===== src/rtl/pipe_ctrl_pkg.sv =====
// Shared types and widths for the pipeline controller and its SRAM wait-state FSM.
package pipe_ctrl_pkg;
    typedef enum logic [1:0] {IDLE, BUSY, DONE} mem_state_t;

    localparam int CNT_W_DEF = 16;
    localparam int WAIT_W    = $clog2(16);
endpackage


===== src/rtl/pipe_ctrl_if.sv =====
// Stage-status inputs and control outputs of the pipeline controller.
interface pipe_ctrl_if #(parameter int CNT_W = pipe_ctrl_pkg::CNT_W_DEF);
    logic [3:0]       id_src1;
    logic [3:0]       id_src2;
    logic             id_two_src;
    logic [3:0]       exe_dest;
    logic             exe_wb_en;
    logic             exe_mem_r_en;
    logic [3:0]       mem_dest;
    logic             mem_wb_en;
    logic             fwd_en;
    logic             exe_branch_taken;
    logic             mem_r_en;
    logic             mem_w_en;
    logic             hazard;
    logic             freeze_pc;
    logic             freeze_if_id;
    logic             flush_if_id;
    logic             flush_id_exe;
    logic             mem_stall;
    logic             sram_en;
    logic             sram_we;
    logic [CNT_W-1:0] stall_cnt;
    logic [CNT_W-1:0] flush_cnt;

    // master: the pipeline stages; slave: the controller
    modport master (
        output id_src1, id_src2, id_two_src, exe_dest, exe_wb_en, exe_mem_r_en,
               mem_dest, mem_wb_en, fwd_en, exe_branch_taken, mem_r_en, mem_w_en,
        input  hazard, freeze_pc, freeze_if_id, flush_if_id, flush_id_exe,
               mem_stall, sram_en, sram_we, stall_cnt, flush_cnt
    );
    modport slave (
        input  id_src1, id_src2, id_two_src, exe_dest, exe_wb_en, exe_mem_r_en,
               mem_dest, mem_wb_en, fwd_en, exe_branch_taken, mem_r_en, mem_w_en,
        output hazard, freeze_pc, freeze_if_id, flush_if_id, flush_id_exe,
               mem_stall, sram_en, sram_we, stall_cnt, flush_cnt
    );
endinterface


===== src/rtl/sram_wait_fsm.sv =====
// Wait-state sequencer: holds the pipe while a load/store owns the multicycle SRAM,
// then releases for one DONE cycle so the same instruction cannot re-trigger.
module sram_wait_fsm
    import pipe_ctrl_pkg::*;
#(
    parameter int SRAM_WAIT = 5
) (
    input  logic clk,
    input  logic rst,
    input  logic mem_r_en,
    input  logic mem_w_en,
    output logic mem_stall,
    output logic sram_en,
    output logic sram_we
);
    mem_state_t        state, nxt;
    logic [WAIT_W-1:0] cnt, cnt_nxt;
    logic              we_q, we_nxt;

    always_ff @(posedge clk) begin
        if (rst) begin
            state <= IDLE;
            cnt   <= '0;
            we_q  <= 1'b0;
        end else begin
            state <= nxt;
            cnt   <= cnt_nxt;
            we_q  <= we_nxt;
        end
    end

    always_comb begin
        nxt       = state;
        cnt_nxt   = cnt;
        we_nxt    = we_q;
        mem_stall = 1'b0;
        sram_en   = 1'b0;
        sram_we   = 1'b0;
        case (state)
            IDLE: if (mem_r_en || mem_w_en) begin
                mem_stall = 1'b1;
                sram_en   = 1'b1;
                sram_we   = mem_w_en;
                we_nxt    = mem_w_en;
                cnt_nxt   = WAIT_W'(SRAM_WAIT - 1);
                nxt       = BUSY;
            end
            BUSY: begin
                mem_stall = 1'b1;
                sram_en   = 1'b1;
                sram_we   = we_q;
                if (cnt == '0) nxt = DONE;
                else           cnt_nxt = cnt - 1'b1;
            end
            DONE:    nxt = IDLE;
            default: nxt = IDLE;
        endcase
        if (rst) begin
            mem_stall = 1'b0;
            sram_en   = 1'b0;
            sram_we   = 1'b0;
        end
    end
endmodule


===== src/rtl/pipe_ctrl.sv =====
// Pipeline controller: RAW hazard detection, branch flush / freeze priority,
// SRAM wait-state stall and saturating bring-up counters.
module pipe_ctrl
    import pipe_ctrl_pkg::*;
#(
    parameter int SRAM_WAIT = 5,
    parameter int CNT_W     = CNT_W_DEF
) (
    input  logic        clk,
    input  logic        rst,
    pipe_ctrl_if.slave  bus
);
    logic             stall;
    logic             m1, m2, n1, n2, haz_raw, haz, br, hz_frz;
    logic [CNT_W-1:0] stall_q, flush_q;

    sram_wait_fsm #(.SRAM_WAIT(SRAM_WAIT)) u_fsm (
        .clk       (clk),
        .rst       (rst),
        .mem_r_en  (bus.mem_r_en),
        .mem_w_en  (bus.mem_w_en),
        .mem_stall (stall),
        .sram_en   (bus.sram_en),
        .sram_we   (bus.sram_we)
    );

    always_comb begin
        m1 = bus.exe_wb_en & (bus.exe_dest == bus.id_src1);
        m2 = bus.exe_wb_en & bus.id_two_src & (bus.exe_dest == bus.id_src2);
        n1 = bus.mem_wb_en & (bus.mem_dest == bus.id_src1);
        n2 = bus.mem_wb_en & bus.id_two_src & (bus.mem_dest == bus.id_src2);
        // with forwarding only a load in EXE cannot be bypassed in time
        haz_raw = bus.fwd_en ? ((m1 | m2) & bus.exe_mem_r_en) : (m1 | m2 | n1 | n2);
        haz     = haz_raw & ~rst;
        br      = bus.exe_branch_taken & ~stall & ~rst;
        hz_frz  = haz & ~stall & ~bus.exe_branch_taken;
    end

    always_comb begin
        bus.hazard       = haz;
        bus.freeze_pc    = hz_frz;
        bus.freeze_if_id = hz_frz;
        bus.flush_if_id  = br;
        bus.flush_id_exe = br | hz_frz;
        bus.mem_stall    = stall;
        bus.stall_cnt    = rst ? '0 : stall_q;
        bus.flush_cnt    = rst ? '0 : flush_q;
    end

    always_ff @(posedge clk) begin
        if (rst) begin
            stall_q <= '0;
            flush_q <= '0;
        end else begin
            if ((stall | haz) && !(&stall_q)) stall_q <= stall_q + 1'b1;
            if (br && !(&flush_q))            flush_q <= flush_q + 1'b1;
        end
    end
endmodule


===== src/flat_wrapper.sv =====
// flat-port wrapper written by rule: the top's interface ports become plain ports
module pipe_ctrl_flat import pipe_ctrl_pkg::*;
#(
    parameter int SRAM_WAIT = 5,
    parameter int CNT_W     = CNT_W_DEF
)
  (clk, rst, bus_id_src1, bus_id_src2, bus_id_two_src, bus_exe_dest, bus_exe_wb_en, bus_exe_mem_r_en, bus_mem_dest, bus_mem_wb_en, bus_fwd_en, bus_exe_branch_taken, bus_mem_r_en, bus_mem_w_en, bus_hazard, bus_freeze_pc, bus_freeze_if_id, bus_flush_if_id, bus_flush_id_exe, bus_mem_stall, bus_sram_en, bus_sram_we, bus_stall_cnt, bus_flush_cnt);
  pipe_ctrl_if #(.CNT_W(CNT_W)) bus_i ();
  input  logic clk;
  input  logic rst;
  input wire logic [$bits(bus_i.id_src1)-1:0] bus_id_src1;
  input wire logic [$bits(bus_i.id_src2)-1:0] bus_id_src2;
  input wire logic [$bits(bus_i.id_two_src)-1:0] bus_id_two_src;
  input wire logic [$bits(bus_i.exe_dest)-1:0] bus_exe_dest;
  input wire logic [$bits(bus_i.exe_wb_en)-1:0] bus_exe_wb_en;
  input wire logic [$bits(bus_i.exe_mem_r_en)-1:0] bus_exe_mem_r_en;
  input wire logic [$bits(bus_i.mem_dest)-1:0] bus_mem_dest;
  input wire logic [$bits(bus_i.mem_wb_en)-1:0] bus_mem_wb_en;
  input wire logic [$bits(bus_i.fwd_en)-1:0] bus_fwd_en;
  input wire logic [$bits(bus_i.exe_branch_taken)-1:0] bus_exe_branch_taken;
  input wire logic [$bits(bus_i.mem_r_en)-1:0] bus_mem_r_en;
  input wire logic [$bits(bus_i.mem_w_en)-1:0] bus_mem_w_en;
  output wire logic [$bits(bus_i.hazard)-1:0] bus_hazard;
  output wire logic [$bits(bus_i.freeze_pc)-1:0] bus_freeze_pc;
  output wire logic [$bits(bus_i.freeze_if_id)-1:0] bus_freeze_if_id;
  output wire logic [$bits(bus_i.flush_if_id)-1:0] bus_flush_if_id;
  output wire logic [$bits(bus_i.flush_id_exe)-1:0] bus_flush_id_exe;
  output wire logic [$bits(bus_i.mem_stall)-1:0] bus_mem_stall;
  output wire logic [$bits(bus_i.sram_en)-1:0] bus_sram_en;
  output wire logic [$bits(bus_i.sram_we)-1:0] bus_sram_we;
  output wire logic [$bits(bus_i.stall_cnt)-1:0] bus_stall_cnt;
  output wire logic [$bits(bus_i.flush_cnt)-1:0] bus_flush_cnt;
  assign bus_i.id_src1 = bus_id_src1;
  assign bus_i.id_src2 = bus_id_src2;
  assign bus_i.id_two_src = bus_id_two_src;
  assign bus_i.exe_dest = bus_exe_dest;
  assign bus_i.exe_wb_en = bus_exe_wb_en;
  assign bus_i.exe_mem_r_en = bus_exe_mem_r_en;
  assign bus_i.mem_dest = bus_mem_dest;
  assign bus_i.mem_wb_en = bus_mem_wb_en;
  assign bus_i.fwd_en = bus_fwd_en;
  assign bus_i.exe_branch_taken = bus_exe_branch_taken;
  assign bus_i.mem_r_en = bus_mem_r_en;
  assign bus_i.mem_w_en = bus_mem_w_en;
  assign bus_hazard = bus_i.hazard;
  assign bus_freeze_pc = bus_i.freeze_pc;
  assign bus_freeze_if_id = bus_i.freeze_if_id;
  assign bus_flush_if_id = bus_i.flush_if_id;
  assign bus_flush_id_exe = bus_i.flush_id_exe;
  assign bus_mem_stall = bus_i.mem_stall;
  assign bus_sram_en = bus_i.sram_en;
  assign bus_sram_we = bus_i.sram_we;
  assign bus_stall_cnt = bus_i.stall_cnt;
  assign bus_flush_cnt = bus_i.flush_cnt;
  pipe_ctrl #(.SRAM_WAIT(SRAM_WAIT), .CNT_W(CNT_W)) u_core (.clk(clk), .rst(rst), .bus(bus_i));
endmodule

===== config.mk =====
export PLATFORM = sky130hd
export DESIGN_NAME = pipe_ctrl_flat
export DESIGN_NICKNAME = d
export VERILOG_FILES = /design/src/rtl/pipe_ctrl_pkg.sv /design/src/rtl/pipe_ctrl_if.sv /design/src/rtl/sram_wait_fsm.sv /design/src/rtl/pipe_ctrl.sv /design/src/flat_wrapper.sv
export SDC_FILE = /design/constraint.sdc
export NUM_CORES = 1
export LEC_CHECK = 0
export ABC_AREA = 1
export CAP_MARGIN = 0
export CORE_ASPECT_RATIO = 0.9
export CORE_MARGIN = 5
export CORE_UTILIZATION = 40
export DETAILED_ROUTE_END_ITERATION = 6
export PLACE_DENSITY = 0.69
export SLEW_MARGIN = 15
export SYNTH_ARGS = -nofsm -noshare
export SYNTH_HDL_FRONTEND = slang
export SYNTH_HIERARCHICAL = 1
export SYNTH_SLANG_ARGS = --single-unit
export TNS_END_PERCENT = 100

===== constraint.sdc =====
create_clock -name clk -period 1.57 [get_ports clk]
set_input_delay 0.157 -clock clk [delete_from_list [all_inputs] [get_ports clk]]
set_output_delay 0.157 -clock clk [all_outputs]
set_load 0.05 [all_outputs]

==> results.cfg <==
[pwr]
ir_drop_mv = 0.4614
p_int_mw = 1.941
p_switching_mw = 0.9441
seqPwrFrac = 0.375
clkPwrFrac = 0.287
sw_frac_of_total = 0.3272
leakage_nw = 1.881
p_comb_frac = 0.338
power_density_nw_per_um2 = 632.6

[yosys]
ys_seq_area_frac = 0.2882
synth_top_family_by_area = simple AND/OR/NAND/NOR gates
synth_compound_area_frac = 0.1206
synth-async-reset-ratio = 0
yosys.area_share.xor_xnor = 0.07113
yosys.area_share.simple = 0.3871
ys_warn_count = 6
synthMuxAreaShare = 0
synth-edff-count = 0
synthFlopType = dfxtp_1
synth-adder-area-share = 0.01386
synth_seq_cells = 39
synth_nets = 458
synth_area_sq_um = 2709
ys_types = 37
syn_inst = 429
synth_area_per_cell_sq_um = 6.314

[sta]
fin_crit_sh = 1.158
hold_viol_final = 0
fin_tns_setup_ns = -0.7790
finClkSkew_ns = 0.005204
setup_viol = 10
tightest_slew_ns = 0.4566
fmax_ghz = 0.5498
maxSlewHeadroom = 0.6933
fin_ws_ns = -0.2487
drv_slew = 0
period_needed_ns = 1.819
rsz0062_at_grt = yes
hold-worst-slack_ns = 0.3801

[min_path]
whs_endpoint = u_core/u_fsm/we_q
holdCritPathClass = in2reg
holdPathStages = 3
min-delay-start = bus_mem_w_en

[routing]
antenna_left = 0
viasPerCell = 4.909
wl_met1_mm = 3.641
routed-wl-met3_microns = 338
routed.top_layer = met4
drt_pass1_iterations = 4
via_count = 3073
wl_per_cell_microns = 12.96
drc = 0
routed_wl_mm = 8.115
drtIter0Drc = 162
wl_met2_mm = 4.054

[worst_setup_path]
r2r-start = u_core/u_fsm/state[1]
timing.rr.end = u_core/flush_q[9]
cp_max_fo = 2
critPathKind = reg2out
setup.worst_path.start_class = register
worstPathArrival_ns = 1.66
reg2reg_depth = 12
cp-end-kind = output port
rrSetupSlack_ns = -0.05
crit_required_ns = 1.41

[outcome]
failed_checks = setup timing
status = finished with violations

[finish]
final_cell_mix = nand2_1, nor2_1, inv_1
final_common_cell = nand2_1
nets = 565
area_delta_synth_final_pct = 68.36
n_fill_cell = 539
n_antenna_cell = 0
drive_gt1_frac = 0.4123

[placement]
place_congestion = 0.8916
pre_cts_ws_ns = -0.3486
place_hpwl_mm = 5.848
port_buffers = 65

[flow_run]
maxCapViolCount = 0

[floorplanning]
start_util = 0.4113
io_pins = 66
core_area_sq_um = 6586
dieHeight_microns = 88.07
dieArea_sq_um = 8520
num_rows = 28
die_w_microns = 96.75

[global_route]
antenna_found_initial = 0
grt-ovfl-total = 0
grt_pass1_wl_mm = 13.02
grt_usage = 0.1833
grt_pass1_vias = 2874
grt_max_degree = 34

[clocking]
cts_sinks = 39
tritoncts = built
cts_made_buffers = 5
htreeDepth = 2
root_buffer = clkbuf_8
ctsLongestPathBuffers = 2
clk_latency_ns = 0.29
clkTransAtPathRegs_ns = 0.07
==> power by group through the flow <==
stage | registers [mW] | clock network [mW] | logic (mW)
finish | 1.08 | 0.827 | 0.976
global route | 1.09 | 0.892 | 1.05
CTS | 1.08 | 0.850 | 0.910
detailed placement | 1.10 | 0 | 0.859
global placement | 1.10 | 0 | 0.840
floorplan | 1.10 | 0 | 0.518
==> layout make-up <==
type	count	area, sq um	area share
clock buffer	6	72.57	0.01591
clock inverter	1	30.03	0.006584
inverter	69	274.0	0.06008
multi-input combinational	310	1896	0.4156
sequential	39	797.0	0.1748
tap	90	112.6	0.02469
timing repair buffer	111	1379	0.3023
==> critical path, cell delays in order (launching register included) <==
cell     delay [ns]
dfxtp_4        0.37
nor2_4         0.12
o21ai_4        0.09
a21oi_4        0.16
inv_2          0.06
nand3_4        0.08
inv_8          0.03
buf_6          0.10
or2_4          0.23
buf_12         0.15
==> per-layer routing <==
layer | vias to the layer above | track usage
met3 | 10 | 0.03662
met5 | - | 0
li1 | 1564 | -
met4 | 0 | 0.06122
met1 | 1409 | 0.2302
met2 | 90 | 0.3183
==> metrics by stage <==
stage | std cells | util | power (mW) | area, sq um
final | 626 | 0.6924 | 2.885 | 4561
after global routing | 626 | 0.6924 | 3.027 | 4561
after CTS | 620 | 0.6622 | 2.838 | 4362
after detailed placement | 606 | 0.6307 | 1.960 | 4154
after floorplan | 429 | - | 1.616 | 2816
after global placement | 606 | 0.6307 | 1.938 | 4154
==> cells by family (layout without fill, tap and decap cells) <==
family	Yosys count	in the layout
DFF	39	39
adders and majority gates	3	3
AOI/OAI and AO/OA	51	51
xor gates and xnor gates	22	22
and+or+nand+nor	233	234
buffers and inverters	81	187
==> sequential cells by signal (all words and copies together) (netlist names) <==
| register | flops |
|---|---|
| u_core/flush_q | 16 |
| u_core/stall_q | 16 |
| u_core/u_fsm/cnt | 4 |
| u_core/u_fsm/state | 2 |
| u_core/u_fsm/we_q | 1 |
==> synth_stat cells (all sizes together) (4+ instances only) <==
cell type  number  area, sq um
nor3           16        91.34
nand3          40        212.7
nand4           4        25.02
nand2         103        411.6
dfxtp          39        780.8
buf            10        56.29
o21ai          11        66.31
nor2           65        269.0
inv            69        259.0
a21oi          35        224.0
xor2           21        183.9
==> what timing repair did <==
item,in CTS,in global routing
gates cloned,0,1
hold endpoints to repair,0,0
endpoints found under the setup margin,27,37
pin swaps,12,19
hold buffers,0,0
setup buffers,7,8
resized for setup,40,89
==> how the worst max path moves through the flow <==
stage	start	to	slack (ns)	depth (start not counted)
5_1_grt	u_core/u_fsm/state[1]	bus_flush_id_exe	-0.32	9
3_3_place_gp	bus_mem_dest[3]	bus_freeze_pc	-0.31	13
3_5_place_dp	bus_id_src1[0]	bus_freeze_if_id	-0.35	13
2_1_floorplan	u_core/u_fsm/state[0]	u_core/flush_q[9]	-0.27	12
4_1_cts	u_core/u_fsm/state[1]	bus_flush_id_exe	-0.25	9
6_report	u_core/u_fsm/state[1]	bus_flush_id_exe	-0.25	9
Power figures use the tool's default switching activity.
==> RTL change, RTL diff (same settings) <==
Change the package constant `CNT_W_DEF` from 16 to 32.
--- a/src/rtl/pipe_ctrl_pkg.sv
+++ b/src/rtl/pipe_ctrl_pkg.sv
@@ -4,3 +4,3 @@
 
-    localparam int CNT_W_DEF = 16;
+    localparam int CNT_W_DEF = 32;
     localparam int WAIT_W    = $clog2(16);
Interface: changed (resized bus_flush_cnt and bus_stall_cnt); port bits go from 66 to 98. The function was not compared with the original's and may differ.
==> RTL change against the original RTL <==
- the flow still finishes with violations (setup timing)
- synthesized cell count increased by 94%
- clock skew increased by 0.0020 ns
- design area increased by 95%
- die area increased by 76%
- sequential cell count increased by 32
- routed wire length increased by 130%
- power increased by 95%
- maximum frequency decreased by 3.4%
- worst setup slack got worse by 0.063 ns
- synthesized area increased by 87%
- largest cell class unchanged
==> RTL change: results (changes against the original RTL) <==
final-stage net count: 1,128 (was 565)
CTS resizes: 120 (was 40)
IR drop worst, VDD: 0.526 mV (was 0.461 mV)
Placed Cells: 1,229 (was 606)
first-pass GRT wire length: 28,400 um (was 13,000 um)
Slowest cell on crit path: dfxtp_2 (was dfxtp_4)
Fillers: 955 (was 539)
Syn Area/Cell: 6.09 um2 (was 6.31 um2)
outcome: finished, violations left (unchanged)
setup ws final: -0.312 ns (was -0.249 ns)
Final TNS setup: -16.33 ns (was -0.779 ns)
Largest regs: u_core/flush_q x32, u_core/stall_q x32, u_core/u_fsm/cnt x4 (was u_core/flush_q x16, u_core/stall_q x16, u_core/u_fsm/cnt x4)
crit-path max FO: 8 (was 2)
Initial DRC Count: 443 (was 162)
Netlist cell types: 35 (was 37)
LEAKAGE: 3.87 nW (was 1.88 nW)
Post-CTS Setup Inserts: 11 (was 7)
register area share after synthesis: 0.281 (was 0.288)
final setup vio count: 68 (was 10)
non-filler cells in the finished layout: 1,268 (was 626)
port bufs: 97 (was 65)
grt met1 use: 0.303 (was 0.230)
dpl hpwl: 12,100 um (was 5850 um)
failing checks: setup timing (unchanged)
met3 usage: 0.0471 (was 0.0366)
total track usage: 0.234 (was 0.183)
Inserted Clock Buffers: 9 (was 5)
-- RTL change: cell count changes in the layout (fill, tap and decap cells not counted), moves of 36 or more --
| cell | delta |
|---|---|
| buf_4 | +187 |
| nand2_1 | +93 |
| inv_1 | +47 |
| nor2_2 | +43 |
| nor2_1 | +42 |
| dfxtp_1 | +36 |
-- RTL change: layout make-up --
cell class | instances | share of cell area
repair buffers | 288 | 0.297
flip-flops and latches | 71 | 0.162
multi-input cells | 623 | 0.434
clock inverters | 5 | 0.00902
well taps | 164 | 0.0231
clock buffers | 11 | 0.0285
inverters | 106 | 0.0467
-- RTL change: worst max path at each step --
stage | endpoint | slack [ns] | depth (start not counted)
6_report | u_core/stall_q[19] | -0.31 | 11
5_1_grt | u_core/flush_q[17] | -0.43 | 8
4_1_cts | bus_flush_id_exe | -0.29 | 8
3_5_place_dp | bus_flush_id_exe | -0.48 | 14
3_3_place_gp | bus_flush_id_exe | -0.47 | 14
2_1_floorplan | u_core/flush_q[9] | -0.57 | 13
